`config.mk`:
```
export PLATFORM = sky130hd
export DESIGN_NAME = instr_fetch
export DESIGN_NICKNAME = d
export VERILOG_FILES = /design/src/rtl/riscv_cpu_pkg.sv /design/src/rtl/if_prefetch_fifo.sv /design/src/rtl/instr_fetch.sv
export SDC_FILE = /design/constraint.sdc
export NUM_CORES = 1
export LEC_CHECK = 0
export BUFFER_PORTS_ARGS = -buffer_cell sky130_fd_sc_hd__buf_2
export CORE_UTILIZATION = 60
export CTS_CLUSTER_SIZE = 24
export DETAILED_ROUTE_END_ITERATION = 10
export PLACE_DENSITY_LB_ADDON = 0.1
export SETUP_SLACK_MARGIN = 0.05
export SYNTH_ARGS = -nofsm -noshare
export SYNTH_HDL_FRONTEND = slang
export SYNTH_SLANG_ARGS = --single-unit
export TNS_END_PERCENT = 10
```
`constraint.sdc`:
```
create_clock -name clk_i -period 18.8 [get_ports clk_i]
set_clock_uncertainty 0.15 [all_clocks]
set_input_delay 3.76 -clock clk_i [delete_from_list [all_inputs] [get_ports clk_i]]
set_output_delay 3.76 -clock clk_i [all_outputs]
set_load 0.01 [all_outputs]
```
`src/rtl/riscv_cpu_pkg.sv`:
```
// Shared CPU front-end types: PC mux codes (also used by control_unit),
// the fetch NOP, fetch FSM states and the prefetch FIFO entry.
package riscv_cpu_pkg;
  localparam logic [1:0] CU_PC_NEXT   = 2'b00;
  localparam logic [1:0] CU_PC_JUMP   = 2'b01;
  localparam logic [1:0] CU_PC_BRANCH = 2'b10;

  localparam logic [31:0] IF_NOP = 32'h0000_0013;

  typedef enum logic {IF_IDLE, IF_REQ} if_state_e;

  typedef struct packed {
    logic [31:0] instr;
    logic [31:0] pc;
  } if_entry_t;
endpackage

```
`src/rtl/if_prefetch_fifo.sv`:
```
// Synchronous prefetch FIFO of {instr, pc}; head is read straight from storage.
// A flush may coincide with a push, leaving only the pushed entry.
module if_prefetch_fifo
  import riscv_cpu_pkg::*;
#(
  parameter int        DEPTH     = 2,
  parameter if_entry_t RST_ENTRY = '0,
  localparam int       AW        = $clog2(DEPTH),
  localparam int       CW        = AW + 1
) (
  input  logic          clk,
  input  logic          rst,
  input  logic          flush,
  input  logic          push,
  input  if_entry_t     push_data,
  input  logic          pop,
  output if_entry_t     head,
  output logic          full,
  output logic          empty,
  output logic [CW-1:0] count
);
  if_entry_t       mem [DEPTH];
  logic [AW-1:0]   wptr, rptr;

  assign head  = mem[rptr];
  assign full  = (count == CW'(DEPTH));
  assign empty = (count == '0);

  always_ff @(posedge clk) begin
    if (rst) begin
      wptr  <= '0;
      rptr  <= '0;
      count <= '0;
      for (int i = 0; i < DEPTH; i++) mem[i] <= RST_ENTRY;
    end else if (flush) begin
      rptr <= '0;
      if (push) begin
        mem[0] <= push_data;
        wptr   <= AW'(1);
        count  <= CW'(1);
      end else begin
        wptr  <= '0;
        count <= '0;
      end
    end else begin
      if (push) begin
        mem[wptr] <= push_data;
        wptr      <= wptr + AW'(1);
      end
      if (pop) rptr <= rptr + AW'(1);
      count <= count + CW'(push) - CW'(pop);
    end
  end

  // The fetch credit scheme must never let a push land on a full FIFO.
  always_ff @(posedge clk) begin
    if (!rst) assert (!(push && full && !pop && !flush));
  end
endmodule

```
`src/rtl/instr_fetch.sv`:
```
// Instruction fetch: PC, req/gnt/rvalid memory port, prefetch FIFO, redirects.
// IF_MISALIGN_EXC_EN: misaligned redirect targets raise instr_misaligned_o.
module instr_fetch
  import riscv_cpu_pkg::*;
#(
  parameter logic [31:0] BOOT_ADDR  = 32'h0000_0000,
  parameter int          FIFO_DEPTH = 2
) (
  input  logic        clk_i,
  input  logic        rst_i,
  output logic        instr_req_o,
  output logic [31:0] instr_addr_o,
  input  logic        instr_gnt_i,
  input  logic        instr_rvalid_i,
  input  logic [31:0] instr_rdata_i,
  output logic [31:0] instr_o,
  output logic [31:0] instr_pc_o,
  output logic        instr_valid_o,
`ifdef IF_MISALIGN_EXC_EN
  output logic        instr_misaligned_o,
`endif
  input  logic        instr_ready_i,
  input  logic [1:0]  pc_mux_i,
  input  logic [31:0] target_addr_i
);
  localparam int CW = $clog2(FIFO_DEPTH) + 1;
  localparam int DW = CW + 4;

  if_state_e     state, state_n;
  logic [31:0]   fetch_pc, fetch_pc_n, pend_tgt, pend_tgt_n, rsp_pc, rsp_pc_n, tgt;
  logic          pend_v, pend_v_n, stall, stall_n;
  logic [CW-1:0] outs, outs_n, count, count_n;
  logic [DW-1:0] disc, disc_n;
  logic [CW:0]   used, used_n;
  logic          pop, push, redirect, mis, gnt, req_ok, full, empty;
  if_entry_t     head, push_data;

  assign tgt = {target_addr_i[31:2], 2'b00};
`ifdef IF_MISALIGN_EXC_EN
  assign mis = |target_addr_i[1:0];
  assign instr_misaligned_o = !empty && |head.pc[1:0];
`else
  logic unused_tgt_lsb;
  assign mis = 1'b0;
  assign unused_tgt_lsb = ^target_addr_i[1:0];
`endif

  assign redirect = (pc_mux_i == CU_PC_JUMP) || (pc_mux_i == CU_PC_BRANCH);
  assign pop      = !empty && instr_ready_i;
  assign used     = {1'b0, count} + {1'b0, outs};
  // A slot freed by this cycle's pop can already back a new request.
  assign req_ok   = used < ((CW+1)'(FIFO_DEPTH) + (CW+1)'(pop));
  assign instr_req_o  = (state == IF_REQ) && req_ok;
  assign instr_addr_o = fetch_pc;
  assign gnt      = instr_req_o && instr_gnt_i;
  assign push     = redirect ? mis : (instr_rvalid_i && disc == '0);
  assign push_data = redirect ? '{instr: IF_NOP, pc: target_addr_i}
                              : '{instr: instr_rdata_i, pc: rsp_pc};

  assign instr_valid_o = !empty;
  assign instr_o       = head.instr;
  assign instr_pc_o    = head.pc;

  if_prefetch_fifo #(
    .DEPTH     (FIFO_DEPTH),
    .RST_ENTRY ('{instr: IF_NOP, pc: BOOT_ADDR})
  ) u_fifo (
    .clk       (clk_i),
    .rst       (rst_i),
    .flush     (redirect),
    .push      (push),
    .push_data (push_data),
    .pop       (pop),
    .head      (head),
    .full      (full),
    .empty     (empty),
    .count     (count)
  );

  always_comb begin
    state_n    = state;
    fetch_pc_n = fetch_pc;
    pend_v_n   = pend_v;
    pend_tgt_n = pend_tgt;
    stall_n    = stall;
    outs_n     = outs;
    disc_n     = disc;
    rsp_pc_n   = rsp_pc;
    if (instr_rvalid_i) begin
      if (disc != '0) disc_n = disc - DW'(1);
      else            outs_n = outs - CW'(1);
    end
    if (gnt) begin
      if (pend_v) begin
        disc_n     = disc_n + DW'(1);
        fetch_pc_n = pend_tgt;
        pend_v_n   = 1'b0;
      end else begin
        outs_n     = outs_n + CW'(1);
        fetch_pc_n = fetch_pc + 32'd4;
      end
    end
    if (push && !redirect) rsp_pc_n = rsp_pc + 32'd4;
    if (redirect) begin
      // Everything still in flight becomes stale.
      disc_n   = disc_n + DW'(outs_n);
      outs_n   = '0;
      rsp_pc_n = tgt;
      stall_n  = mis;
      if (instr_req_o && !instr_gnt_i) begin
        pend_v_n   = 1'b1;
        pend_tgt_n = tgt;
      end else begin
        fetch_pc_n = tgt;
      end
    end
    count_n = redirect ? CW'(mis) : (count + CW'(push) - CW'(pop));
    used_n  = {1'b0, count_n} + {1'b0, outs_n};
    case (state)
      IF_IDLE: if (!stall_n && used_n < (CW+1)'(FIFO_DEPTH)) state_n = IF_REQ;
      IF_REQ: begin
        if (instr_req_o && !instr_gnt_i) state_n = IF_REQ;
        else if (stall_n) state_n = IF_IDLE;
        else if (gnt && used_n >= (CW+1)'(FIFO_DEPTH) && !instr_ready_i) state_n = IF_IDLE;
      end
      default: state_n = IF_IDLE;
    endcase
  end

  always_ff @(posedge clk_i) begin
    if (rst_i) begin
      state    <= IF_IDLE;
      fetch_pc <= BOOT_ADDR;
      rsp_pc   <= BOOT_ADDR;
      pend_tgt <= BOOT_ADDR;
      pend_v   <= 1'b0;
      stall    <= 1'b0;
      outs     <= '0;
      disc     <= '0;
    end else begin
      state    <= state_n;
      fetch_pc <= fetch_pc_n;
      rsp_pc   <= rsp_pc_n;
      pend_tgt <= pend_tgt_n;
      pend_v   <= pend_v_n;
      stall    <= stall_n;
      outs     <= outs_n;
      disc     <= disc_n;
    end
  end
endmodule

```
==> results.py, run 1 <==
metrics = {
    "die": {
        "row_count": 50,
        "die_x_um": 140.4,
        "die_height_um": 140.4,
        "ios": 169,
        "start_util_pct": 61.25,
        "coreArea_mm2": 0.01877,
        "die-area_mm2": 0.01972,
    },
    "setup_path": {
        "rrSetupSlack_ps": 14730,
        "cp-startpoint": "instr_ready_i",
        "required_ps": 14890,
        "crit_arrival_ps": 4860,
        "cp-end-kind": "output port",
        "cp-start-kind": "input port",
        "path_max_fanout": 8,
        "slowest_stage": "o21ai_2",
        "path_cells": "buf_2 -> o21ai_1 -> o21ai_2 -> nand2_1 -> inv_1 -> buf_2",
        "crit_path_frequent_cell": "buf_2",
        "critPathMaxStageDelay_ps": 290,
        "critical_path_class": "in -> out",
        "worstReg2RegStart": "outs[0]$_SDFF_PP0_",
    },
    "hold_path": {
        "hold_class": "reg -> reg",
        "min_from": "pend_tgt[7]$_SDFFE_PP0P_",
    },
    "grt": {
        "top_usage_layer": "met2",
        "grt_max_degree": 75,
        "first_global_vias": 8869,
        "overflow": 0,
        "use_met3_pct": 3.761,
        "antenna_found_initial": 1,
        "met1_usage_pct": 37.51,
        "grt_pass1_wl_um": 44260,
        "grt_usage_pct": 28.10,
        "use_met2_pct": 47.66,
    },
    "logic_synthesis": {
        "yosysTopAreaCell": "edfxtp_1",
        "yosysTopAreaCellShare_pct": 33.44,
        "synth_seq_cells": 236,
        "synth_edf_count": 128,
        "synth_common_cells": "nor2_1 (194), nand2_1 (151), edfxtp_1 (128)",
        "syn_avg_cell_area_um2": 9.909,
        "synth_area_leaders": "edfxtp_1 (33%), dfxtp_1 (19%), nor2_1 (6.3%)",
        "synth_area_mm2": 0.01149,
        "synth_flop_cell": "edfxtp_1",
        "post-synth-top-count-cell": "nor2_1",
        "synthDistinctLibCells": 65,
        "synthArstFlopShare_pct": 0,
        "seq_area_frac_synth_pct": 52.25,
        "yosys_warnings": 0,
        "syn_inst": 1160,
    },
    "cts": {
        "cts_buffers": 26,
        "cts_num_sinks": 236,
        "clockRootBuffer": "clkbuf_16",
        "cts_hold_buf": 0,
        "cts_setup_buffers": 0,
        "clk_latency_ps": 520,
        "cts.path.max_buffers": 3,
        "clkTransAtPathRegs_ps": 60,
        "cts_resized": 0,
        "htree_levels": 1,
        "cts_tree": "done",
    },
    "layout": {
        "multiInputGateArea_mm2": 0.005206,
        "area_delta_synth_final_pct": 16.44,
        "drive_gt1_share_pct": 23.07,
        "fillerInstances": 1452,
        "register_area_mm2": 0.006007,
        "fin_nets": 1382,
    },
    "drt": {
        "wl_per_cell_um": 17.91,
        "routed_wl_um": 27810,
        "drtIter0Drc": 819,
        "drcViolationCount": 0,
        "vias": 9262,
        "ant_nets": 0,
        "vias_per_cell": 5.964,
        "first_pass_iters": 6,
    },
    "timing": {
        "period_needed_ps": 8771,
        "grt_setup_unrepaired": "false",
        "hold_viol": 0,
        "tns_ps": 0,
        "finalSetupViolCount": 0,
        "tightest_slew_ps": 1112,
        "relSlewSlack_pct": 25.59,
        "min_period_over_period_pct": 46.65,
        "fmax_mhz": 114.0,
        "finalMaxSlewViolations": 0,
    },
    "place": {
        "gp_congestion": 0.8888,
        "port_buffers": 166,
        "post-dp-hpwl_um": 17610,
    },
    "power": {
        "power.total_mw": 1.531,
        "p_per_area_mw_per_mm2": 114.4,
        "peakVddDrop_mv": 0.07713,
        "p_leak_nw": 5.211,
    },
    "run_status": {
        "status": "complete, no violations",
    },
    "run": {
        "cap_violations": 0,
    },
}
[power by group]
group	internal (mW)	switching, mW
clock network	0.306	0.199
registers	0.608	0.0434
logic	0.149	0.226
[routing by layer]
layer  wire [um]  vias up  part of all wire (%)
met1       12060     4410                    43
li1            -     4458                     -
met5           0        -                     0
met4         516        0                   1.9
met3        1962       45                   7.1
met2       13270      349                    48
[critical path, delay by kind of cell]
family | cells | cell delay (ps)
AOI/OAI and AO/OA | 2 | 420
buffers and inverters | 3 | 450
and+or+nand+nor | 1 | 220
[worst paths after layout]
kind / to / depth (start not counted)
worst max-delay path: instr_req_o / 6
worst min-delay path: pend_tgt[7]$_SDFFE_PP0P_ / 2
worst max register to register: disc[4]$_SDFF_PP0_ / 13
worst min register to register: pend_tgt[7]$_SDFFE_PP0P_ / 2
[state kept, by name (all words and copies together) (netlist names), named ones only]
signal        cells
u_fifo.mem      128
instr_addr_o     32
pend_tgt         30
rsp_pc           30
disc              6
outs              2
u_fifo.count      2
stall             1
state             1
u_fifo.rptr       1
u_fifo.wptr       1
[stage by stage]
step	utilization [%]	hold slack (ps)	instance area [um2]	cells	setup WS [ps]
floorplan	-	281.9	11510	1163	8961
global placement	66.75	292.6	12530	1504	10090
detailed placement	66.75	297.4	12530	1504	10060
CTS	71.30	305.5	13380	1552	10060
global route	71.31	321.6	13380	1553	9914
finish	71.31	304.3	13380	1553	10030
[logic make-up after synthesis]
group                    after synthesis  share of synthesized area, %
adder cells (fa/ha/maj)               13                         1.611
multiplexers                          93                         8.795
buffers and inverters                 92                         3.059
AO/OA/AOI/OAI                        194                         11.59
XOR/XNOR                              50                         3.810
flip-flops                           236                         52.25
other                                  1                       0.03262
AND/OR/NAND/NOR                      481                         18.85
[cell usage in the layout (no fill, tap or decap), types with 5 or more instances in the layout]
cell / instances
a211oi_1: 32
a21oi_1: 57
a222oi_1: 6
a311oi_1: 7
a31oi_1: 9
and2_1: 6
and3_1: 21
and4_1: 5
buf_2: 166
buf_4: 18
clkbuf_1: 11
clkbuf_16: 27
dfxtp_1: 107
edfxtp_1: 128
ha_1: 10
inv_1: 15
mux2_2: 64
mux2i_1: 29
nand2_1: 150
nand3_1: 39
nand4_1: 17
nor2_1: 194
nor3_1: 10
nor4b_1: 5
o211ai_1: 7
o21ai_0: 20
o22ai_1: 11
or3_1: 11
xnor2_1: 30
xor2_1: 18
[area by class of cell]
cell class,count,area share [%]
flip-flops and latches,236,44.88
multi-input cells,835,38.90
repair buffers,184,7.217
clock buffers,38,5.357
well taps,234,2.188
clock inverters,10,1.019
inverters,15,0.4207
diodes,1,0.01870
Note: power is estimated with default switching activity, not from simulation.
==> run 2, diff against run 1 <==
--- a/config.mk
+++ b/config.mk
@@ -6,7 +6,7 @@
 export NUM_CORES = 1
 export LEC_CHECK = 0
 export BUFFER_PORTS_ARGS = -buffer_cell sky130_fd_sc_hd__buf_2
-export CORE_UTILIZATION = 60
+export CORE_UTILIZATION = 58
 export CTS_CLUSTER_SIZE = 24
 export DETAILED_ROUTE_END_ITERATION = 10
 export PLACE_DENSITY_LB_ADDON = 0.1
==> constraint.sdc (replaced) <==
create_clock -name clk_i -period 8.4 [get_ports clk_i]
set_clock_uncertainty 0.15 [all_clocks]
set_input_delay 1.68 -clock clk_i [delete_from_list [all_inputs] [get_ports clk_i]]
set_output_delay 1.68 -clock clk_i [all_outputs]
set_load 0.01 [all_outputs]
==> run 2 against run 1 <==
- power rose by 120%
- cell count rose by 1.7%
- highest routed layer unchanged
- utilization fell by 2.7 points
- combinational power rose by 120%
- design area fell by 0.23%
- sequential power rose by 120%
- die area rose by 3.4%
- register-to-register slack got worse by 10000 ps
- largest cell class unchanged
==> results.py, run 2 (same netlist as run 1, synthesis figures left out) <==
metrics = {
    "run_status": {
        "status": "complete, no violations",
    },
    "drt": {
        "vias_per_cell": 5.840,
        "drtIter0Drc": 658,
        "first_pass_iters": 6,
        "wl_per_cell_um": 17.75,
        "vias": 9221,
        "ant_nets": 0,
        "routed_wl_um": 28030,
        "drcViolationCount": 0,
    },
    "power": {
        "power.share.combinational_pct": 25.0,
        "peakVddDrop_mv": 0.1610,
        "pwr-share-clk_pct": 31.6,
        "internal_power_mw": 2.324,
        "power.total_mw": 3.360,
        "p_per_area_mw_per_mm2": 251.6,
        "switching_share_pct": 30.85,
        "switchingPower_mw": 1.037,
        "p_leak_nw": 5.197,
        "pwr-share-seq_pct": 43.4,
    },
    "layout": {
        "post-route-util_pct": 68.61,
        "final_cell_mix": "nor2_1 (194), buf_2 (166), nand2_1 (150)",
        "area_delta_synth_final_pct": 16.16,
        "fin_nets": 1380,
        "antenna_cells": 0,
        "top_register": "u_fifo.mem",
        "largest_reg_flops": 128,
        "final_common_cell": "nor2_1",
        "drive_gt1_share_pct": 22.98,
    },
    "cts": {
        "cts_tree": "done",
        "cts_resized": 0,
        "clkTransAtPathRegs_ps": 60,
        "cts_num_sinks": 236,
        "cts_setup_buffers": 0,
        "htree_levels": 1,
        "cts_buffers": 25,
        "clockRootBuffer": "clkbuf_16",
        "cts.path.max_buffers": 3,
        "cts_hold_buf": 0,
        "clk_latency_ps": 520,
    },
    "place": {
        "post-dp-hpwl_um": 17620,
        "port_buffers": 166,
        "gp_congestion": 0.8803,
    },
    "die": {
        "coreArea_mm2": 0.01946,
        "die_height_um": 142.8,
        "die-area_mm2": 0.02039,
        "die_x_um": 142.8,
        "ios": 169,
        "start_util_pct": 59.06,
        "row_count": 51,
    },
    "hold_path": {
        "hold_class": "reg -> reg",
        "hold_path_depth": 2,
    },
    "timing": {
        "grt_setup_unrepaired": "false",
        "hold_viol": 0,
        "tightest_slew_ps": 1230,
        "relSlewSlack_pct": 18.03,
        "finalSetupViolCount": 0,
        "period_needed_ps": 4580,
        "tns_ps": 0,
        "min_period_over_period_pct": 54.53,
        "finalMaxSlewViolations": 0,
        "fmax_mhz": 218.3,
    },
    "grt": {
        "grt_max_degree": 71,
        "first_global_vias": 8568,
        "grt_usage_pct": 27.47,
        "overflow": 0,
        "grt_pass1_wl_um": 44130,
        "antenna_found_initial": 0,
    },
    "setup_path": {
        "critical_path_class": "in -> out",
        "required_ps": 6570,
        "cp-end-kind": "output port",
        "path_max_fanout": 8,
        "crit_arrival_ps": 2750,
        "cp-start-kind": "input port",
        "worstRegToRegCells": 13,
    },
    "run": {
        "cap_violations": 0,
    },
}
==> run 2: cell count changes in the layout (fill, tap and decap cells not counted), moves of 2 or more <==
cell        previous run  this run
clkbuf_1              11         8
bufinv_16              3         1
clkinvlp_4             3         0
clkbuf_8               0         6
clkbuf_16             27        25
==> run 2: power groups by stage <==
| stage | combinational, mW | sequential [mW] | clock, mW |
|---|---|---|---|
| after floorplan | 0.583 | 1.47 | 0 |
| after global placement | 0.818 | 1.47 | 0 |
| after detailed placement | 0.835 | 1.48 | 0 |
| after CTS | 0.841 | 1.45 | 1.07 |
| after global routing | 0.932 | 1.47 | 1.12 |
| final | 0.841 | 1.46 | 1.06 |
==> run 2: critical path, stage by stage <==
cell and delay, ps:
buf_2 100, o21ai_1 120, o21ai_2 290, nand2_1 200
inv_1 180, buf_2 170
==> run 2: area by class of cell <==
class                      count  area [um2]
tap                          265       331.6
multi-input combinational    835        5206
fill                        1548        6110
timing repair buffer         183       958.4
clock inverter                 5       50.05
inverter                      15       56.30
sequential                   236        6007
clock buffer                  40       743.2
==> run 2: worst paths after layout <==
kind	start	end	slack, ps
worst min-delay path	pend_tgt[9]$_SDFFE_PP0P_	pend_tgt[9]$_SDFFE_PP0P_	300
worst max-delay path	instr_ready_i	instr_req_o	3820
worst min register to register	pend_tgt[9]$_SDFFE_PP0P_	pend_tgt[9]$_SDFFE_PP0P_	300
worst max register to register	outs[0]$_SDFF_PP0_	disc[4]$_SDFF_PP0_	4350
==> run 2: layer usage <==
metal	wire, um	share of wire (%)	up-vias	global-route usage [%]
met3	2037	7.3	49	4.158
li1	-	-	4431	-
met2	13140	47	324	45.87
met1	12310	44	4417	37.54
met4	537	1.9	0	6.735
met5	0	0	-	0
==> run 2: metrics by stage <==
stage          cells  worst slack, ps  hold slack (ps)  area, um2
2_1_floorplan   1163            641.0            281.9      11510
3_3_place_gp    1534             3394            291.5      12560
3_5_place_dp    1534             3363            297.0      12560
4_1_cts         1579             3830            305.1      13350
5_1_grt         1579             3524            323.5      13350
6_report        1579             3820            305.0      13350
==> run 3, diff against run 2 <==
--- a/config.mk
+++ b/config.mk
@@ -6,7 +6,7 @@
 export NUM_CORES = 1
 export LEC_CHECK = 0
 export BUFFER_PORTS_ARGS = -buffer_cell sky130_fd_sc_hd__buf_2
-export CORE_UTILIZATION = 58
+export CORE_UTILIZATION = 52
 export CTS_CLUSTER_SIZE = 24
 export DETAILED_ROUTE_END_ITERATION = 10
 export PLACE_DENSITY_LB_ADDON = 0.1
==> constraint.sdc (replaced) <==
create_clock -name clk_i -period 4.1 [get_ports clk_i]
set_clock_uncertainty 0.15 [all_clocks]
set_input_delay 0.82 -clock clk_i [delete_from_list [all_inputs] [get_ports clk_i]]
set_output_delay 0.82 -clock clk_i [all_outputs]
set_load 0.01 [all_outputs]
==> run 3 against run 2 <==
- sequential cell count unchanged
- cell count up 1.7%
- utilization down 6.0 points
- global-route usage down 1.4 points
- power up 120%
- register-to-register slack worse by 3600 ps
- count of clock-buffer cells in the layout down 2
- first-iteration DRC count up 15%
- non-clock buffer count up 8
- worst hold slack better by 0.96 ps
- wire length up 4.8%
- critical path type is now reg -> reg
- largest cell class unchanged
==> results.py, run 3 (same netlist as run 1, synthesis figures left out) <==
metrics = {
    "setup_path": {
        "path_max_fanout": 11,
        "cp-startpoint": "outs[0]$_SDFF_PP0_",
        "rrSetupSlack_ps": 730,
        "worstRegToRegCells": 12,
        "cp-end-kind": "flop",
        "cp-start-kind": "flop",
        "r2r_end": "disc[4]$_SDFF_PP0_",
        "required_ps": 4350,
        "worstReg2RegStart": "outs[0]$_SDFF_PP0_",
        "crit_end": "disc[4]$_SDFF_PP0_",
        "crit_arrival_ps": 3620,
        "critical_path_class": "reg -> reg",
    },
    "grt": {
        "antenna_found_initial": 1,
        "grt_max_degree": 65,
        "use_met3_pct": 3.879,
        "use_met2_pct": 42.03,
        "first_global_vias": 8812,
        "grt_usage_pct": 26.03,
        "overflow": 0,
        "met1_usage_pct": 36.28,
        "grt_pass1_wl_um": 46180,
        "top_usage_layer": "met2",
    },
    "drt": {
        "vias": 9274,
        "first_pass_iters": 5,
        "vias_per_cell": 5.775,
        "ant_nets": 0,
        "wl_per_cell_um": 18.29,
        "drcViolationCount": 0,
        "drtIter0Drc": 758,
        "routed_wl_um": 29380,
    },
    "cts": {
        "cts_tree": "done",
        "cts_buffers": 26,
        "htree_levels": 1,
        "clockRootBuffer": "clkbuf_16",
        "cts_hold_buf": 0,
        "clkTransAtPathRegs_ps": 60,
        "cts_resized": 0,
        "cts_setup_buffers": 0,
        "cts_num_sinks": 236,
        "clk_latency_ps": 530,
        "cts.path.max_buffers": 3,
    },
    "layout": {
        "finalNonFillerCells": 1606,
        "area_delta_synth_final_pct": 18.43,
        "postLayoutCellArea_mm2": 0.01361,
        "drive_gt1_share_pct": 24.15,
        "final_common_cell": "nor2_1",
        "top_register": "u_fifo.mem",
        "largest_reg_flops": 128,
        "post-route-util_pct": 62.57,
        "fin_nets": 1389,
        "final_cell_mix": "nor2_1 (194), buf_2 (166), nand2_1 (150)",
    },
    "power": {
        "pwr-share-clk_pct": 34.5,
        "switchingPower_mw": 2.196,
        "p_leak_nw": 5.325,
        "power.share.combinational_pct": 24.2,
        "power.total_mw": 7.242,
        "internal_power_mw": 5.046,
        "pwr-share-seq_pct": 41.4,
        "peakVddDrop_mv": 0.3277,
        "p_per_area_mw_per_mm2": 532.0,
        "switching_share_pct": 30.32,
    },
    "die": {
        "start_util_pct": 52.84,
        "die_height_um": 150.7,
        "ios": 169,
        "die_x_um": 150.7,
        "coreArea_mm2": 0.02176,
        "row_count": 54,
        "die-area_mm2": 0.02270,
    },
    "timing": {
        "grt_setup_unrepaired": "false",
        "min_period_over_period_pct": 82.18,
        "fmax_mhz": 296.8,
        "finalMaxSlewViolations": 0,
        "period_needed_ps": 3369,
        "hold_viol": 0,
        "tightest_slew_ps": 947.8,
        "relSlewSlack_pct": 36.81,
        "finalSetupViolCount": 0,
        "tns_ps": 0,
    },
    "run_status": {
        "status": "complete, no violations",
    },
    "place": {
        "post-dp-hpwl_um": 19220,
        "gp_congestion": 0.8520,
        "dp_cells": 1557,
        "place_area_mm2": 0.01269,
        "port_buffers": 166,
    },
    "hold_path": {
        "min_from": "pend_tgt[8]$_SDFFE_PP0P_",
        "hold_class": "reg -> reg",
    },
    "run": {
        "cap_violations": 0,
    },
}
-- run 3: cell type report --
type	count	area, um2
fill	1869	8143
sequential	236	6007
multi-input combinational	835	5206
timing repair buffer	191	1069
clock buffer	38	770.7
tap	280	350.3
clock inverter	10	151.4
inverter	15	56.30
antenna	1	2.502
-- run 3: metrics by stage --
stage / hold slack, ps / setup WS (ps)
2_1_floorplan: 281.9 / 372.5
3_3_place_gp: 292.8 / 661.1
3_5_place_dp: 297.5 / 633.9
4_1_cts: 305.7 / 708.9
5_1_grt: 325.3 / 475.8
6_report: 305.9 / 730.6
-- run 3: routing by layer --
layer  wire (um)  vias to the layer above
met4         643                        0
met2       13430                      307
met3        2047                       53
met1       13260                     4447
li1            -                     4467
met5           0                        -
-- run 3: how the worst min path moves through the flow --
stage	to	slack [ps]	cells after the start
6_report	pend_tgt[8]$_SDFFE_PP0P_	310	2
3_5_place_dp	pend_tgt[20]$_SDFFE_PP0P_	300	2
2_1_floorplan	pend_tgt[26]$_SDFFE_PP0P_	280	2
5_1_grt	pend_tgt[20]$_SDFFE_PP0P_	330	2
3_3_place_gp	pend_tgt[23]$_SDFFE_PP0P_	290	2
4_1_cts	pend_tgt[20]$_SDFFE_PP0P_	310	2
-- run 3: power groups by stage --
stage                     clock, mW  combinational (mW)  sequential (mW)
after floorplan                   0                1.20             3.00
after global placement            0                1.73             3.03
after detailed placement          0                1.75             3.04
after CTS                      2.53                1.76             2.99
after global routing           2.61                1.96             3.03
final                          2.50                1.75             2.99
-- run 3: worst max-delay path, cell delays in order, from the launching register on --
cell,delay [ps]
dfxtp_1,350
ha_1,230
fa_1,370
and2b_1,270
and3_1,240
nand2_1,350
xnor2_1,330
ha_1,240
fa_1,170
nand2_1,80
a211oi_1,270
xnor2_1,150
nor2_1,50
